[src/rtl/hazard_ctrl_pkg.sv]
// Shared pipeline definitions for the hazard/stall controller.
package hazard_ctrl_pkg;

  // Controller FSM encodings; 2'd3 is unused and treated as illegal.
  typedef enum logic [1:0] {
    RUN     = 2'd0,
    WAIT    = 2'd1,
    RECOVER = 2'd2
  } state_t;

  // Register $0 never carries a real dependency.
  localparam logic [4:0] ZERO_REG = 5'd0;

  // Consecutive memory wait cycles before the sticky timeout flag sets.
  localparam int DEF_MEM_TIMEOUT = 16;

endpackage

[src/rtl/hazard_ctrl_if.sv]
// Pipeline-side hazard inputs and pipeline-register controls.
interface hazard_ctrl_if;

  logic [4:0] id_rs;
  logic [4:0] id_rt;
  logic       id_uses_rt;
  logic       ex_memread;
  logic [4:0] ex_rt;
  logic       ex_branch_taken;
  logic       mem_req;
  logic       mem_ready;

  logic       pc_write;
  logic       ifid_write;
  logic       ifid_flush;
  logic       idex_flush;
  logic       pipe_hold;

  // Controller side: observes the pipeline, drives the register controls.
  modport slave (
    input  id_rs, id_rt, id_uses_rt, ex_memread, ex_rt,
           ex_branch_taken, mem_req, mem_ready,
    output pc_write, ifid_write, ifid_flush, idex_flush, pipe_hold
  );

  // Pipeline side: presents hazard information, obeys the controls.
  modport master (
    output id_rs, id_rt, id_uses_rt, ex_memread, ex_rt,
           ex_branch_taken, mem_req, mem_ready,
    input  pc_write, ifid_write, ifid_flush, idex_flush, pipe_hold
  );

endinterface

[src/rtl/hazard_ctrl_sat_counter32.sv]
// 32-bit event counter that sticks at all-ones instead of wrapping.
module sat_counter32 (
  input  logic        clk,
  input  logic        reset,
  input  logic        en,
  output logic [31:0] count
);

  // Count enabled cycles, holding at the maximum value.
  always_ff @(posedge clk or posedge reset) begin
    if (reset) begin
      count <= 32'd0;
    end else if (en && (count != 32'hFFFF_FFFF)) begin
      count <= count + 32'd1;
    end else begin
      count <= count;
    end
  end

endmodule

[src/rtl/hazard_ctrl.sv]
// Load-use / branch / memory-wait hazard controller for the 5-stage pipeline.
// Controls are decoded combinationally from the current hazard terms; the FSM,
// wait-length tracking and counters are for status reporting only.
module hazard_ctrl
  import hazard_ctrl_pkg::*;
#(
  parameter int MEM_TIMEOUT = DEF_MEM_TIMEOUT
) (
  input  logic          clk,
  input  logic          reset,
  hazard_ctrl_if.slave  hz,
  output logic [1:0]    state,
  output logic [31:0]   stall_count,
  output logic [31:0]   flush_count,
  output logic [31:0]   wait_count,
  output logic          mem_timeout
);

  localparam logic [4:0] TIMEOUT_LEN = 5'(MEM_TIMEOUT - 1);

  logic   freeze;
  logic   lu;
  logic   br;
  state_t state_r;
  state_t state_next;
  logic [4:0] wlen;

  assign freeze = hz.mem_req & ~hz.mem_ready;
  assign lu     = hz.ex_memread & (hz.ex_rt != ZERO_REG) &
                  ((hz.ex_rt == hz.id_rs) | (hz.id_uses_rt & (hz.ex_rt == hz.id_rt)));
  assign br     = hz.ex_branch_taken;
  assign state  = state_r;

  // State register.
  always_ff @(posedge clk or posedge reset) begin
    if (reset) begin
      state_r <= RUN;
    end else begin
      state_r <= state_next;
    end
  end

  // Next-state logic: tracks entry to, duration of and exit from memory waits.
  always_comb begin
    state_next = RUN;
    case (state_r)
      RUN:     state_next = freeze ? WAIT : RUN;
      WAIT:    state_next = freeze ? WAIT : RECOVER;
      RECOVER: state_next = freeze ? WAIT : RUN;
      default: state_next = RUN;
    endcase
  end

  // Control decode: freeze beats branch, branch beats load-use.
  always_comb begin
    hz.pc_write   = 1'b1;
    hz.ifid_write = 1'b1;
    hz.ifid_flush = 1'b0;
    hz.idex_flush = 1'b0;
    hz.pipe_hold  = 1'b0;
    if (freeze) begin
      hz.pc_write   = 1'b0;
      hz.ifid_write = 1'b0;
      hz.pipe_hold  = 1'b1;
    end else if (br) begin
      hz.ifid_flush = 1'b1;
      hz.idex_flush = 1'b1;
    end else if (lu) begin
      hz.pc_write   = 1'b0;
      hz.ifid_write = 1'b0;
      hz.idex_flush = 1'b1;
    end else begin
      hz.pc_write   = 1'b1;
    end
  end

  // Length of the current wait; saturates so a long wait cannot wrap back.
  always_ff @(posedge clk or posedge reset) begin
    if (reset) begin
      wlen <= 5'd0;
    end else if (!freeze) begin
      wlen <= 5'd0;
    end else if (wlen != 5'h1F) begin
      wlen <= wlen + 5'd1;
    end else begin
      wlen <= wlen;
    end
  end

  // Sticky timeout: set on the edge closing the MEM_TIMEOUT-th freeze cycle.
  always_ff @(posedge clk or posedge reset) begin
    if (reset) begin
      mem_timeout <= 1'b0;
    end else if (freeze && (wlen == TIMEOUT_LEN)) begin
      mem_timeout <= 1'b1;
    end else begin
      mem_timeout <= mem_timeout;
    end
  end

  sat_counter32 u_stall_cnt (
    .clk   (clk),
    .reset (reset),
    .en    (lu & ~br & ~freeze),
    .count (stall_count)
  );

  sat_counter32 u_flush_cnt (
    .clk   (clk),
    .reset (reset),
    .en    (br & ~freeze),
    .count (flush_count)
  );

  sat_counter32 u_wait_cnt (
    .clk   (clk),
    .reset (reset),
    .en    (freeze),
    .count (wait_count)
  );

endmodule

[src/flat_wrapper.sv]
// flat-port wrapper written by rule: the top's interface ports become plain ports
module hazard_ctrl_flat import hazard_ctrl_pkg::*;
#(
  parameter int MEM_TIMEOUT = DEF_MEM_TIMEOUT
)
  (clk, reset, state, stall_count, flush_count, wait_count, mem_timeout, hz_id_rs, hz_id_rt, hz_id_uses_rt, hz_ex_memread, hz_ex_rt, hz_ex_branch_taken, hz_mem_req, hz_mem_ready, hz_pc_write, hz_ifid_write, hz_ifid_flush, hz_idex_flush, hz_pipe_hold);
  hazard_ctrl_if hz_i ();
  input  logic clk;
  input  logic reset;
  output logic [1:0] state;
  output logic [31:0] stall_count;
  output logic [31:0] flush_count;
  output logic [31:0] wait_count;
  output logic mem_timeout;
  input wire logic [$bits(hz_i.id_rs)-1:0] hz_id_rs;
  input wire logic [$bits(hz_i.id_rt)-1:0] hz_id_rt;
  input wire logic [$bits(hz_i.id_uses_rt)-1:0] hz_id_uses_rt;
  input wire logic [$bits(hz_i.ex_memread)-1:0] hz_ex_memread;
  input wire logic [$bits(hz_i.ex_rt)-1:0] hz_ex_rt;
  input wire logic [$bits(hz_i.ex_branch_taken)-1:0] hz_ex_branch_taken;
  input wire logic [$bits(hz_i.mem_req)-1:0] hz_mem_req;
  input wire logic [$bits(hz_i.mem_ready)-1:0] hz_mem_ready;
  output wire logic [$bits(hz_i.pc_write)-1:0] hz_pc_write;
  output wire logic [$bits(hz_i.ifid_write)-1:0] hz_ifid_write;
  output wire logic [$bits(hz_i.ifid_flush)-1:0] hz_ifid_flush;
  output wire logic [$bits(hz_i.idex_flush)-1:0] hz_idex_flush;
  output wire logic [$bits(hz_i.pipe_hold)-1:0] hz_pipe_hold;
  assign hz_i.id_rs = hz_id_rs;
  assign hz_i.id_rt = hz_id_rt;
  assign hz_i.id_uses_rt = hz_id_uses_rt;
  assign hz_i.ex_memread = hz_ex_memread;
  assign hz_i.ex_rt = hz_ex_rt;
  assign hz_i.ex_branch_taken = hz_ex_branch_taken;
  assign hz_i.mem_req = hz_mem_req;
  assign hz_i.mem_ready = hz_mem_ready;
  assign hz_pc_write = hz_i.pc_write;
  assign hz_ifid_write = hz_i.ifid_write;
  assign hz_ifid_flush = hz_i.ifid_flush;
  assign hz_idex_flush = hz_i.idex_flush;
  assign hz_pipe_hold = hz_i.pipe_hold;
  hazard_ctrl #(.MEM_TIMEOUT(MEM_TIMEOUT)) u_core (.clk(clk), .reset(reset), .hz(hz_i), .state(state), .stall_count(stall_count), .flush_count(flush_count), .wait_count(wait_count), .mem_timeout(mem_timeout));
endmodule
[config.mk]
export PLATFORM = sky130hd
export DESIGN_NAME = hazard_ctrl_flat
export DESIGN_NICKNAME = d
export VERILOG_FILES = /design/src/rtl/hazard_ctrl_pkg.sv /design/src/rtl/hazard_ctrl_if.sv /design/src/rtl/hazard_ctrl_sat_counter32.sv /design/src/rtl/hazard_ctrl.sv /design/src/flat_wrapper.sv
export SDC_FILE = /design/constraint.sdc
export NUM_CORES = 1
export LEC_CHECK = 0
export CAP_MARGIN = 20
export CORE_MARGIN = 5
export CORE_UTILIZATION = 45
export CTS_CLUSTER_DIAMETER = 30
export DETAILED_ROUTE_END_ITERATION = 12
export GPL_TIMING_DRIVEN = 0
export PLACE_DENSITY = 0.82
export SYNTH_ARGS = -nofsm -noshare
export SYNTH_HDL_FRONTEND = slang
export SYNTH_HIERARCHICAL = 1
export SYNTH_SLANG_ARGS = --single-unit
export TNS_END_PERCENT = 5
[constraint.sdc]
create_clock -name clk -period 2.6 [get_ports clk]
set_input_delay 0.39 -clock clk [delete_from_list [all_inputs] [get_ports clk]]
set_output_delay 0.39 -clock clk [all_outputs]
set_load 0.01 [all_outputs]
==> metrics.md <==
| Metric | Value |
|---|---|
| Status | `finished with violations` |
| Failing checks | `setup timing` |
| Die height | `118 um` |
| Antenna Cells | `0` |
| DRT iter0 DRCs | `318` |
| First-pass GRT wire length | `22.3 mm` |
| Cell Int Power | `2.92 mW` |
| Largest net degree at the start of global routing | `20` |
| Clock period minus worst slack | `2670 ps` |
| Final core utilization | `63.1%` |
| Footprint of the multi-input gates | `0.00258 mm2` |
| Syn avg cell area | `11.1 um2` |
| Switch Pwr | `1.02 mW` |
| Synth warn | `6` |
| Sink Count | `104` |
| Comb power frac | `16.3%` |
| Number of global-route vias before repair | `4,441` |
| # Max-Cap Violations | `0` |
| Number of flops mapped to enable cells by yosys | `0` |
| GRT Util Overall | `19.2%` |
| Total Die Area | `0.0139 mm2` |
| TritonCTS clock tree | `built` |
| PwrDens | `547 mW/mm2` |
| CP arrival | `2900 ps` |
| Synth top area cells | `dfrtp_1 50%, xnor2_1 13%, nand3_1 6.3%, and3_1 3.7%, nand4_1 3.6%` |
| Critical path type | `in -> reg` |
| Synth Register Bits | `104` |
| Crit path capture type | `flip-flop` |
| H-tree depth | `3` |
| Sequential share of power | `47.8%` |
| Root buf cell | `clkbuf_16` |
| Post-synthesis cell area | `0.00522 mm2` |
| Leak | `3.07 nW` |
| Clock buffer depth | `2` |
| Async SR Flop Fraction | `100%` |
| Worst Setup Slack, final | `-72.3 ps` |
| Place WS | `-1090 ps` |
| Fillers | `915` |
| Layout cell share with drive strength beyond 1 | `12.0%` |
| F_max | `0.374 GHz` |
| Post-DRT Antenna Nets | `0` |
| Worst-case hold slack | `418 ps` |
| Via density | `5.55` |
| Commonest non-fill, non-tap cell in the layout | `clkdlybuf4s50_1` |
| Initial antenna violation count | `0` |
| Final setup vio count | `10` |
| Rel. slew slack | `53.0%` |
| Reg area | `0.00260 mm2` |
| Total I/O pin count | `126` |
| RSZ-0062 raised after global routing | `true` |
| Crit share post-route | `103%` |
| Post-DP HPWL | `9.45 mm` |
| Routed wire per std cell | `17.2 um` |
| Chip width | `118 um` |
| Number of port buffers | `125` |
| Post-synth cell types | `41` |
| Synth top area share | `49.8%` |
| Net Sw Frac | `25.9%` |
| Hold/Removal Path Class | `in -> async` |
| Syn nets | `500` |
| Post-CTS Hold Fix Bufs | `0` |
| WP data required | `2830 ps` |
| Most frequent cells in the layout | `105 x clkdlybuf4s50_1, 104 x dfrtp_1, 79 x xnor2_1` |
| Std cell rows | `39` |
| Routed WL | `13.2 mm` |
| DR DRC count | `0` |
| Fin nets | `648` |
| Power, Total | `3.94 mW` |
| Max IR drop VDD | `0.371 mV` |
| Initial Util | `45.7%` |
| Clock power share | `35.9%` |
| Cell count after synthesis | `472` |
| Setup tns final | `-308 ps` |
| Crit path max fanout | `5` |
| Worst slew pin tran | `703 ps` |
| Register area share after synthesis | `49.8%` |
| Worst-Skew Late Latency | `350 ps` |
| Final hold vios | `0` |
| Num CTS Buffers | `9` |
| GP Congestion | `0.880` |
| Slew Viols, Final | `0` |
| Most frequently used flop master after synthesis | `dfrtp_1` |
| Grt total ovfl | `0` |
| Largest area contributor in the synthesized netlist | `dfrtp_1` |
| Clock Skew | `7.23 ps` |
| Area grow syn2layout | `38.0%` |
| Clk slew on worst S/H paths | `60 ps` |
| CP Launch Type | `input pin` |
| Vias | `4,254` |
| DR pass1 iterations | `6` |
| Core ar. | `0.0114 mm2` |
-- cell type report --
type                       instances  share of cell area [%]
clock buffer                      11                    3.23
buffer                            11                   0.851
inverter                          13                   0.781
tap                              143                    2.48
multi-input combinational        344                    35.9
timing repair buffer             137                    19.7
sequential                       104                    36.1
clock inverter                     4                   0.972
-- through the flow --
step | cells | instance area, um2
final | 767 | 7210
after global routing | 767 | 7210
after CTS | 766 | 7200
after detailed placement | 743 | 6730
after global placement | 740 | 6650
after floorplan | 472 | 5220
-- worst max-delay path: stages --
cell and delay, ps:
buf_8 100, xor2_1 150, nor4_2 300, a32oi_2 190, nor4_4 300, buf_4 180
nand3_2 80, or4_4 440, a311oi_4 250, buf_6 160, buf_16 110, nand3_1 90
xnor2_1 160
-- sequential cells by signal (all words and copies together), names as in the netlist --
| name | flops |
|---|---|
| u_core/wlen | 5 |
| u_core/state | 2 |
| u_core/u_flush_cnt/count | 32 |
| u_core/u_wait_cnt/count | 32 |
| u_core/u_stall_cnt/count | 32 |
| u_core/mem_timeout | 1 |
-- synth_stat cells, types with 4 or more instances --
cell and number:
xnor2_1 80, nor3_1 4, inv_1 13, nand2_1 22, nor4_1 4, ha_1 6, nor2_1 19, nand3_1 66
nand4_1 30, a31oi_1 6, and3_1 31, xor2_1 17, a41oi_1 6, clkbuf_1 6, dfrtp_1 104, a21oi_1 8
mux2i_1 4
-- logic make-up after synthesis --
group,after synthesis,share of synthesized area [%]
AO/OA/AOI/OAI,31,6.37
XOR/XNOR,97,16.3
adder cells (fa/ha/maj),6,1.44
buffers and inverters,24,1.89
flip-flops,104,49.8
multiplexers,7,1.41
AND/OR/NAND/NOR,203,22.8
-- power groups by stage --
stage / Combinational, mW / Clock [mW] / Sequential [mW]
finish: 0.643 / 1.41 / 1.89
global route: 0.704 / 1.53 / 1.91
CTS: 0.650 / 1.47 / 1.89
detailed placement: 0.637 / 0 / 1.92
global placement: 0.603 / 0 / 1.91
floorplan: 0.252 / 0 / 1.93
-- metal layers --
metal  GRT usage [%]  up-vias  wire length [um]
li1                -     2005                 -
met1            23.8     2116              5600
met2            32.7      115              6800
met3            4.61       18               587
met4            6.81        0               227
met5               0        -                 0
-- worst paths after layout --
check | from | endpoint | slack (ps) | depth (start not counted)
min in group clk | u_core/state[1] | u_core/state[1] | 470 | 1
max | hz_ex_rt[3] | u_core/u_stall_cnt/count[27] | -70 | 13
min reg2reg | u_core/state[1] | u_core/state[1] | 470 | 1
max in group asynchronous | reset | u_core/u_flush_cnt/count[19] | 1500 | 3
min | reset | u_core/wlen[4] | 420 | 2
max reg2reg | u_core/u_stall_cnt/count[24] | u_core/u_stall_cnt/count[1] | 350 | 5
-- repair_timing --
action	4_1_cts	5_1_grt
setup buffers	7	2
endpoints found under the setup margin	42	33
gates cloned	1	0
pin swaps	18	12
resized for setup	64	13
(Power assumes the default switching activity.)
